[config.mk]
export PLATFORM = sky130hd
export DESIGN_NAME = ehgu_ram_stream_reader
export DESIGN_NICKNAME = d
export VERILOG_FILES = /design/src/rtl/ehgu_ram_rd_pkg.sv /design/src/rtl/ehgu_sync_fifo.sv /design/src/rtl/ehgu_ram_stream_reader.sv
export SDC_FILE = /design/constraint.sdc
export NUM_CORES = 1
export LEC_CHECK = 0
export BUFFER_PORTS_ARGS = -buffer_cell sky130_fd_sc_hd__buf_2
export CORE_MARGIN = 2
export CORE_UTILIZATION = 62
export DETAILED_ROUTE_END_ITERATION = 8
export PLACE_DENSITY = 0.91
export SLEW_MARGIN = 30
export SYNTH_ARGS = -nofsm -noshare
export SYNTH_HDL_FRONTEND = slang
export SYNTH_HIERARCHICAL = 1
export SYNTH_SLANG_ARGS = --single-unit
[constraint.sdc]
create_clock -name clk -period 6.95 [get_ports clk]
set_input_delay 2.085 -clock clk [delete_from_list [all_inputs] [get_ports clk]]
set_output_delay 2.085 -clock clk [all_outputs]
set_load 0.01 [all_outputs]
[src/rtl/ehgu_ram_rd_pkg.sv]
// ehgu_ram_rd_pkg: shared types and constants for the ehgu RAM stream reader.
//   rd_state_e  : reader FSM states (IDLE, RUN, DRAIN, DONE)
//   STALL_CNT_W : width of the optional stall counter output
package ehgu_ram_rd_pkg;

    localparam int STALL_CNT_W = 16;

    typedef enum logic [1:0] {
        IDLE  = 2'd0,
        RUN   = 2'd1,
        DRAIN = 2'd2,
        DONE  = 2'd3
    } rd_state_e;

endpackage

[src/rtl/ehgu_sync_fifo.sv]
// ehgu_sync_fifo: small synchronous FIFO with occupancy count.
// DEPTH need not be a power of two; pointers wrap explicitly.
// Ports:
//   clk, rst_n : clock, asynchronous active-low reset
//   i_push     : write i_data (dropped if full and not popping)
//   i_data     : write data
//   i_pop      : consume head entry (ignored when empty)
//   o_data     : head entry, valid while !o_empty
//   o_full     : all DEPTH entries occupied
//   o_empty    : no entries
//   o_count    : current occupancy 0..DEPTH
// A simultaneous push and pop leaves the count unchanged; both take effect.
module ehgu_sync_fifo #(
    parameter int WIDTH = 9,
    parameter int DEPTH = 4,
    localparam int CW = $clog2(DEPTH + 1),
    localparam int PW = (DEPTH > 1) ? $clog2(DEPTH) : 1
) (
    input  logic             clk,
    input  logic             rst_n,
    input  logic             i_push,
    input  logic [WIDTH-1:0] i_data,
    input  logic             i_pop,
    output logic [WIDTH-1:0] o_data,
    output logic             o_full,
    output logic             o_empty,
    output logic [CW-1:0]    o_count
);

    logic [WIDTH-1:0] r_mem [DEPTH];
    logic [PW-1:0]    r_wr_ptr;
    logic [PW-1:0]    r_rd_ptr;
    logic [CW-1:0]    r_count;
    logic             w_do_push;
    logic             w_do_pop;

    function automatic logic [PW-1:0] ptr_next(input logic [PW-1:0] p);
        return (p >= PW'(DEPTH - 1)) ? '0 : p + PW'(1);
    endfunction

    assign o_empty   = (r_count == '0);
    assign o_full    = (r_count == CW'(DEPTH));
    assign w_do_pop  = i_pop && !o_empty;
    // A push into a full FIFO is accepted only when the head leaves this cycle.
    assign w_do_push = i_push && (!o_full || w_do_pop);
    assign o_data    = r_mem[r_rd_ptr];
    assign o_count   = r_count;

    // Storage is not reset; the count alone decides what is valid.
    always_ff @(posedge clk) begin
        if (w_do_push) begin
            r_mem[r_wr_ptr] <= i_data;
        end
    end

    always_ff @(posedge clk or negedge rst_n) begin
        if (!rst_n) begin
            r_wr_ptr <= '0;
            r_rd_ptr <= '0;
            r_count  <= '0;
        end else begin
            if (w_do_push) begin
                r_wr_ptr <= ptr_next(r_wr_ptr);
            end
            if (w_do_pop) begin
                r_rd_ptr <= ptr_next(r_rd_ptr);
            end
            case ({w_do_push, w_do_pop})
                2'b10:   r_count <= r_count + CW'(1);
                2'b01:   r_count <= r_count - CW'(1);
                default: r_count <= r_count;
            endcase
        end
    end

endmodule

[src/rtl/ehgu_ram_stream_reader.sv]
// ehgu_ram_stream_reader: read-side master for the ehgu dual-port RAM.
// Takes a (base_addr, len) block command, reads len words from the RAM read
// port (address wraps DEPTH-1 -> 0) and returns them as a valid/ready stream
// with out_last on the final word.
// Optional build macro: EHGU_RAM_RD_STALL_CNT_EN adds output stall_cnt.
// Ports:
//   clk, rst_n           : clock, asynchronous active-low reset
//   start, base_addr, len: command strobe (sampled only when idle) and fields
//   busy                 : command in progress (RUN, DRAIN, DONE)
//   done                 : one-cycle pulse at end of command
//   renable, raddr       : RAM read port request
//   rdata                : RAM read data, valid the cycle after renable
//   out_valid/out_ready  : stream handshake
//   out_data, out_last   : stream payload and final-beat marker
//   stall_cnt            : (macro only) cycles with out_valid & !out_ready
//   dbg_state            : current FSM state
// Handshake: a beat transfers on a cycle where out_valid && out_ready; once
// out_valid is high, out_valid, out_data and out_last hold until that cycle.
module ehgu_ram_stream_reader
    import ehgu_ram_rd_pkg::*;
#(
    parameter int DEPTH     = 3,
    parameter int WIDTH     = 8,
    parameter int LEN_W     = 8,
    parameter int BUF_DEPTH = 4,
    localparam int AW = (DEPTH > 1) ? $clog2(DEPTH) : 1,
    localparam int CW = $clog2(BUF_DEPTH + 1)
) (
    input  logic             clk,
    input  logic             rst_n,
    input  logic             start,
    input  logic [AW-1:0]    base_addr,
    input  logic [LEN_W-1:0] len,
    output logic             busy,
    output logic             done,
    output logic             renable,
    output logic [AW-1:0]    raddr,
    input  logic [WIDTH-1:0] rdata,
    output logic             out_valid,
    input  logic             out_ready,
    output logic [WIDTH-1:0] out_data,
    output logic             out_last,
`ifdef EHGU_RAM_RD_STALL_CNT_EN
    output logic [STALL_CNT_W-1:0] stall_cnt,
`endif
    output logic [1:0]       dbg_state
);

    rd_state_e        r_state;
    logic [AW-1:0]    r_addr;
    logic [LEN_W-1:0] r_remaining;
    logic             r_inflight;       // read issued last cycle; rdata valid now
    logic             r_inflight_last;  // that read was the len-th word

    logic             w_issue;
    logic             w_pop;
    logic             w_accept;
    logic             w_fifo_full;
    logic             w_fifo_empty;
    logic [CW-1:0]    w_fifo_count;
    logic [WIDTH:0]   w_fifo_data;

    // Credit check: words already buffered plus the one still in the RAM
    // register must leave room for the word this issue will produce.
    assign w_issue = (r_state == RUN) && (r_remaining != '0) && !w_fifo_full &&
                     ((int'(w_fifo_count) + int'(r_inflight)) < BUF_DEPTH);

    assign w_pop    = out_valid && out_ready;
    assign w_accept = (r_state == IDLE) && start;

    assign renable   = w_issue;
    assign raddr     = w_issue ? r_addr : '0;
    assign busy      = (r_state != IDLE);
    assign done      = (r_state == DONE);
    assign dbg_state = r_state;

    // Gate the head entry so the stream shows zeros, not stale storage, when empty.
    assign out_valid = !w_fifo_empty;
    assign out_data  = w_fifo_empty ? '0 : w_fifo_data[WIDTH-1:0];
    assign out_last  = !w_fifo_empty && w_fifo_data[WIDTH];

    ehgu_sync_fifo #(
        .WIDTH (WIDTH + 1),
        .DEPTH (BUF_DEPTH)
    ) u_fifo (
        .clk     (clk),
        .rst_n   (rst_n),
        .i_push  (r_inflight),
        .i_data  ({r_inflight_last, rdata}),
        .i_pop   (w_pop),
        .o_data  (w_fifo_data),
        .o_full  (w_fifo_full),
        .o_empty (w_fifo_empty),
        .o_count (w_fifo_count)
    );

    always_ff @(posedge clk or negedge rst_n) begin
        if (!rst_n) begin
            r_state         <= IDLE;
            r_addr          <= '0;
            r_remaining     <= '0;
            r_inflight      <= 1'b0;
            r_inflight_last <= 1'b0;
        end else begin
            // rdata is only captured the cycle after an issue; otherwise the
            // RAM output is undefined and must not reach the FIFO.
            r_inflight      <= w_issue;
            r_inflight_last <= w_issue && (r_remaining == LEN_W'(1));

            case (r_state)
                IDLE: begin
                    if (start) begin
                        if (len != '0) begin
                            r_state     <= RUN;
                            r_addr      <= base_addr;
                            r_remaining <= len;
                        end else begin
                            r_state <= DONE;
                        end
                    end
                end
                RUN: begin
                    if (w_issue) begin
                        r_remaining <= r_remaining - LEN_W'(1);
                        r_addr      <= (r_addr >= AW'(DEPTH - 1)) ? '0 : r_addr + AW'(1);
                        if (r_remaining == LEN_W'(1)) begin
                            r_state <= DRAIN;
                        end
                    end
                end
                DRAIN: begin
                    if (w_pop && out_last) begin
                        r_state <= DONE;
                    end
                end
                DONE: begin
                    r_state <= IDLE;
                end
                default: begin
                    r_state <= IDLE;
                end
            endcase
        end
    end

`ifdef EHGU_RAM_RD_STALL_CNT_EN
    logic [STALL_CNT_W-1:0] r_stall_cnt;

    always_ff @(posedge clk or negedge rst_n) begin
        if (!rst_n) begin
            r_stall_cnt <= '0;
        end else if (w_accept) begin
            r_stall_cnt <= '0;
        end else if (busy && out_valid && !out_ready && (r_stall_cnt != '1)) begin
            r_stall_cnt <= r_stall_cnt + STALL_CNT_W'(1);
        end
    end

    assign stall_cnt = r_stall_cnt;
`else
    logic w_accept_unused;
    assign w_accept_unused = w_accept;
`endif

endmodule

* Word-level counts from Yosys, hierarchy flattened
Memories as Yosys holds them, arrays and structs flattened. Cells that the tools add are included.
Word-level totals: register bits 21, bits in writable memories 36, word-level logic and storage cells 75, memories 1
Operators by class: add/subtract/negate cells 7, magnitude comparators 4, equal/unequal tests 12, muxes and demuxes 22, reduce and logical (&&, ||, !) cells 21
Memory list:
- u_fifo.r_mem | words 4, width 9, rd ports 1, clocked after memory_dff 0, write ports 1, line ehgu_sync_fifo.sv:30 | logic [WIDTH-1:0] r_mem [DEPTH];
Operators by type and width (number):
- 8-bit two-way mux | 4
- 2-bit two-way mux | 12
- 8-bit case mux with 2 select lines | 1
- 8-bit nonzero test | 2
- 1-bit logical AND | 9
- 8-bit by 1-bit equality test with 1-bit output, second input constant | 1
- 2-bit case mux with 4 select lines | 1
- 4-bit AND reduction | 2
- 8-bit by 1-bit subtractor with 8-bit output, second input constant | 1
- 2-bit by 1-bit adder with 2-bit output, second input constant | 3
- 2-bit equality test, second input constant | 3
- 2-bit >= comparator, second input constant | 3
- 2-bit != test, second input constant | 3
- 3-bit case mux with 2 select lines | 1
- 2-bit nonzero test | 3
- 3-bit by 1-bit adder with 4-bit output | 1
- 2-bit by 1-bit equality test with 1-bit output, second input constant | 2
- 4-bit by 3-bit < comparator with 1-bit output, second input constant | 1
- 2-bit by 1-bit != test with 1-bit output, second input constant | 2
- 2-bit case mux with 2 select lines | 1
- 3-bit by 1-bit adder with 3-bit output, second input constant | 1
- 3-bit equality test, second input constant | 1
- 3-bit zero test | 1
- 3-bit by 1-bit subtractor with 3-bit output, second input constant | 1
- other kinds (4) | 6

* Logic depth before layout (Yosys ltp)
depth after elaboration 8, mapped depth 11

* Cells and area by module
The synthesis kept the hierarchy.
By module, submodules not included:
- ehgu_sync_fifo | times used 1, cells an instance 88, area an instance 1757.9 µm², seq. area each 1256.2 µm²
- ehgu_ram_stream_reader | times used 1, cells an instance 131, area an instance 1162.4 µm², seq. area each 350.3 µm²

* Worst setup path before layout
No wires, ideal clock.
kind reg2out, start reg u_fifo.r_count[0] (netlist: u_fifo/o_count[0]), end out raddr[0], data arrival time 1598 ps, slack 3267 ps, cell stages (with the launch flop) 9, buffers on the path 1, path through dfrtp_1 or3b_1 inv_1 nor2_1 and3_1 o21ai_4 inv_4 buf_6 and2_1
Between the ends: word-level cells in the longest chain between the ends 5, elaborated cells on any way between the ends 7
RTL lines:
- start, declared | line ehgu_sync_fifo.sv:33 | logic [CW-1:0] r_count;
- start signal, assigned | line ehgu_sync_fifo.sv:69 | 2'b10: r_count <= r_count + CW'(1);
- start signal, assigned | line ehgu_sync_fifo.sv:70 | 2'b01: r_count <= r_count - CW'(1);
- start signal, assigned | line ehgu_sync_fifo.sv:71 | default: r_count <= r_count;
- 3-bit equality test | line ehgu_sync_fifo.sv:42 | assign o_full = (r_count == CW'(DEPTH));
- via w_fifo_full | line ehgu_ram_stream_reader.sv:58 | logic w_fifo_full;
- 1-bit zero test | line ehgu_ram_stream_reader.sv:65 | assign w_issue = (r_state == RUN) && (r_remaining != '0) && !w_fifo_full &&
- 1-bit logical AND (2 in series) | line ehgu_ram_stream_reader.sv:65
- via renable | line ehgu_ram_stream_reader.sv:36 | output logic renable,
- 2-bit two-way mux | line ehgu_ram_stream_reader.sv:72 | assign raddr = w_issue ? r_addr : '0;
- end, declared | line ehgu_ram_stream_reader.sv:37 | output logic [AW-1:0] raddr,
The timed path passes the listed nets, and every way through them passes these cells.

* Worst setup path after layout
start reg r_state[1] (netlist: dbg_state[1]), end out raddr[0]
Between the ends: word-level cells in the longest chain between the ends 5
RTL lines:
- start, declared | line ehgu_ram_stream_reader.sv:49 | rd_state_e r_state;
- start signal, assigned | line ehgu_ram_stream_reader.sv:99 | r_state <= IDLE;
- start signal, assigned | line ehgu_ram_stream_reader.sv:114 | r_state <= RUN;
- start signal, assigned | line ehgu_ram_stream_reader.sv:118 | r_state <= DONE;
- 2-bit by 1-bit equality test with 1-bit output | line ehgu_ram_stream_reader.sv:65
- 1-bit logical AND (3 in series) | line ehgu_ram_stream_reader.sv:65
- 2-bit two-way mux | line ehgu_ram_stream_reader.sv:72
No other way between the ends.

==> flow_metrics.env <==
export IMPL_status="completed"
export IMPL_vdd_drop_max_uv=293.0
export IMPL_clock_latency_ps=330
export IMPL_syn_area_um2=2920
export IMPL_synth_cell_types=48
export IMPL_track_usage=0.2591
export IMPL_ios=39
export IMPL_p_total_mw=1.538
export IMPL_synth_commonest_cells="edfxtp_1, dfrtp_1, inv_1"
export IMPL_ant_nets=0
export IMPL_p_sw_frac=0.3827
export IMPL_critical_path_required_ps=4870
export IMPL_dpl_cell_count=305
export IMPL_busiest_layer="met2"
export IMPL_cts_tree="built"
export IMPL_ff2ff_setup_slack_ps=4590
export IMPL_syn_inst=219
export IMPL_fp_coreArea_um2=4444
export IMPL_htree_levels=3
export IMPL_post_route_drc_count=0
export IMPL_die_w_um=72.63
export IMPL_start_util=0.6571
export IMPL_synth_area_leaders="edfxtp_1, dfrtp_1, mux4_2"
export IMPL_min_path_type="flip-flop to flip-flop"
export IMPL_cts_root_buf="clkbuf_8"
export IMPL_grt_max_degree=22
export IMPL_instances_no_fill=320
export IMPL_hpwlAfterDp_um=3899
export IMPL_synth_largest_area_cell="edfxtp_1"
export IMPL_clock_skew_ps=4.462
export IMPL_power_leakage_nw=1.370
export IMPL_drtIter0Drc=148
export IMPL_drive_gt1_frac=0.2985
export IMPL_crit_chain="inv_1 > ha_1 > and3_1 > o21ai_4 > inv_4 > and2_1 > buf_2"
export IMPL_worst_slack_ps=2601
export IMPL_worst_path_buf_inv=3
export IMPL_max_stage_delay_ps=490
export IMPL_cts_sinks=57
export IMPL_rsz0062_at_grt="no"
export IMPL_cp_max_fo=16
export IMPL_p_int_mw=0.9491
export IMPL_ys_warn_count=6
export IMPL_ctsResizeCount=0
export IMPL_hold_viol=0
export IMPL_max_freq_mhz=229.9
export IMPL_worst_pin_slew_ps=639.0
export IMPL_path_clk_slew_ps=60
export IMPL_use_met1=0.3250
export IMPL_wl_um=6033
export IMPL_std_cell_rows=24
export IMPL_switching_power_mw=0.5885
export IMPL_vias=1993
export IMPL_worst_ep_arrival_time_ps=2260
export IMPL_synth_fp_nets=256
export IMPL_max_slew_margin=0.5740
export IMPL_grt_pass1_wl_um=9949
export IMPL_crit_type="flip-flop to output pin"
export IMPL_pwr_share_clk=0.211
export IMPL_nets=301
export IMPL_antenna_found_initial=0
export IMPL_synth_most_common_cell="edfxtp_1"
export IMPL_slew_viol_final=0
export IMPL_dr_pass1_iters=5
export IMPL_finalCritPeriodShare=0.6258
export IMPL_overflow=0
export IMPL_ys_seq_elements=57
export IMPL_place_gp_congestion=0.9058
export IMPL_cp_start_kind="flip-flop"
export IMPL_synth_edf_count=36
export IMPL_synth_top_area_frac=0.3702
export IMPL_synth_ff_type="edfxtp_1"
export IMPL_grt_pass1_vias=2078
export IMPL_min_period_ps=4349
export IMPL_crit_slowest_cell="ha_1"
export IMPL_fill_cells=273
export IMPL_antenna_cells=0
export IMPL_syn_avg_cell_area_um2=13.33
export IMPL_use_met2=0.4202
export IMPL_holdBufCountCts=0
export IMPL_use_met3=0.06630
export IMPL_die_h_um=72.63
export IMPL_async_flop_share=0.3684
export IMPL_post_cts_buffers=0
export IMPL_tns_ps=0
export IMPL_via_per_inst=6.228
export IMPL_p_per_area_nw_per_um2=458.2
export IMPL_combPwrFrac=0.422
export IMPL_critical_path_top_delay_family="simple AND/OR/NAND/NOR gates"
export IMPL_cap_viol_max_count=0
export IMPL_worstSetupEndpointType="output pin"
export IMPL_die_area_um2=5275
export IMPL_io_buffers=38
export IMPL_wl_per_cell_um=18.85
export IMPL_cts_buffers=9
export IMPL_syn2layout_area_growth_pct=14.91
export IMPL_seq_area_frac_synth=0.5501
export IMPL_clk_path_buf_depth=2
export IMPL_sequentialPowerShare=0.368
export IMPL_setup_viol=0
export IMPL_pre_cts_slack_ps=3037
-- power by group through the flow --
stage          clock network (mW)  logic [mW]  registers (mW)
4_1_cts                     0.328       0.645           0.563
2_1_floorplan                   0       0.500           0.523
6_report                    0.324       0.648           0.565
3_5_place_dp                    0       0.631           0.567
3_3_place_gp                    0       0.611           0.562
5_1_grt                     0.341       0.716           0.578
-- metrics by stage --
step	instance area (um^2)	utilization	hold WS, ps
2_1_floorplan	2920	-	454.7
3_3_place_gp	3156	0.7100	496.1
3_5_place_dp	3156	0.7100	512.1
4_1_cts	3356	0.7551	523.2
5_1_grt	3356	0.7551	536.1
6_report	3356	0.7551	527.6
-- worst register-to-register path, cell delays in order (launching register included) --
cell,delay [ps]
dfrtp_1,420
nor3_1,210
buf_4,220
nor2b_1,100
o21a_4,250
inv_1,60
ha_1,170
inv_1,60
fa_1,370
xor2_1,150
nor2_1,120
xor2_1,150
-- sequential cells by signal (all words and copies together), names as in the netlist --
name             count
u_fifo/r_rd_ptr      2
r_inflight           1
u_fifo/r_wr_ptr      2
r_remaining          8
u_fifo/r_mem        36
u_fifo/o_count       3
r_addr               2
dbg_state            2
r_inflight_last      1
-- cells by family (layout without fill, tap and decap cells) --
kind of cell | Yosys count | after routing | synth area share
DFF | 57 | 57 | 0.5501
and+or+nand+nor | 79 | 79 | 0.1675
AOI/OAI and AO/OA | 25 | 25 | 0.07198
adders and majority gates | 15 | 15 | 0.06684
xor gates and xnor gates | 3 | 3 | 0.008999
muxes | 17 | 17 | 0.1011
buffers and inverters | 23 | 72 | 0.03342
-- worst paths after layout --
path / startpoint / to / cells after the start
max in group asynchronous: rst_n / r_remaining[1]$_DFFE_PN0P_ / 1
hold / removal: u_fifo/o_count[2]$_DFFE_PN0P_ / u_fifo/o_count[2]$_DFFE_PN0P_ / 1
setup reg to reg: u_fifo/o_count[0]$_DFFE_PN0P_ / u_fifo/o_count[2]$_DFFE_PN0P_ / 11
hold reg to reg: u_fifo/o_count[2]$_DFFE_PN0P_ / u_fifo/o_count[2]$_DFFE_PN0P_ / 1
setup / recovery: dbg_state[1]$_DFFE_PN0P_ / raddr[0] / 7
min in group asynchronous: rst_n / dbg_state[1]$_DFFE_PN0P_ / 1
-- per-layer routing --
| layer | up-vias | routed length, um |
|---|---|---|
| met2 | 89 | 2990 |
| met4 | 0 | 165 |
| li1 | 907 | - |
| met1 | 977 | 2455 |
| met5 | - | 0 |
| met3 | 20 | 422 |
-- cell type report --
| type | instances | area (um^2) | area share |
|---|---|---|---|
| multi-input cells | 139 | 1216 | 0.3624 |
| well taps | 52 | 65.06 | 0.01939 |
| inverters | 18 | 70.07 | 0.02088 |
| repair buffers | 39 | 197.7 | 0.05891 |
| clock buffers | 11 | 131.4 | 0.03915 |
| flip-flops and latches | 57 | 1607 | 0.4787 |
| clock inverters | 4 | 68.82 | 0.02051 |
-- layout by cell type (no fill, tap or decap), drive strengths merged, types with 3 or more instances in the layout --
| cell type | count |
|---|---|
| nand4 | 4 |
| and4 | 3 |
| nor4 | 3 |
| nand4b | 4 |
| inv | 18 |
| dfrtp | 21 |
| nand3 | 11 |
| nor2b | 11 |
| and2 | 6 |
| a211oi | 3 |
| edfxtp | 36 |
| mux4 | 9 |
| o21ai | 3 |
| nand2 | 10 |
| mux2 | 4 |
| a311oi | 3 |
| clkbuf | 11 |
| a21oi | 4 |
| ha | 14 |
| o22ai | 5 |
| mux2i | 4 |
| buf | 39 |
| nor3 | 6 |
| nor2 | 16 |
(Power assumes the default switching activity.)
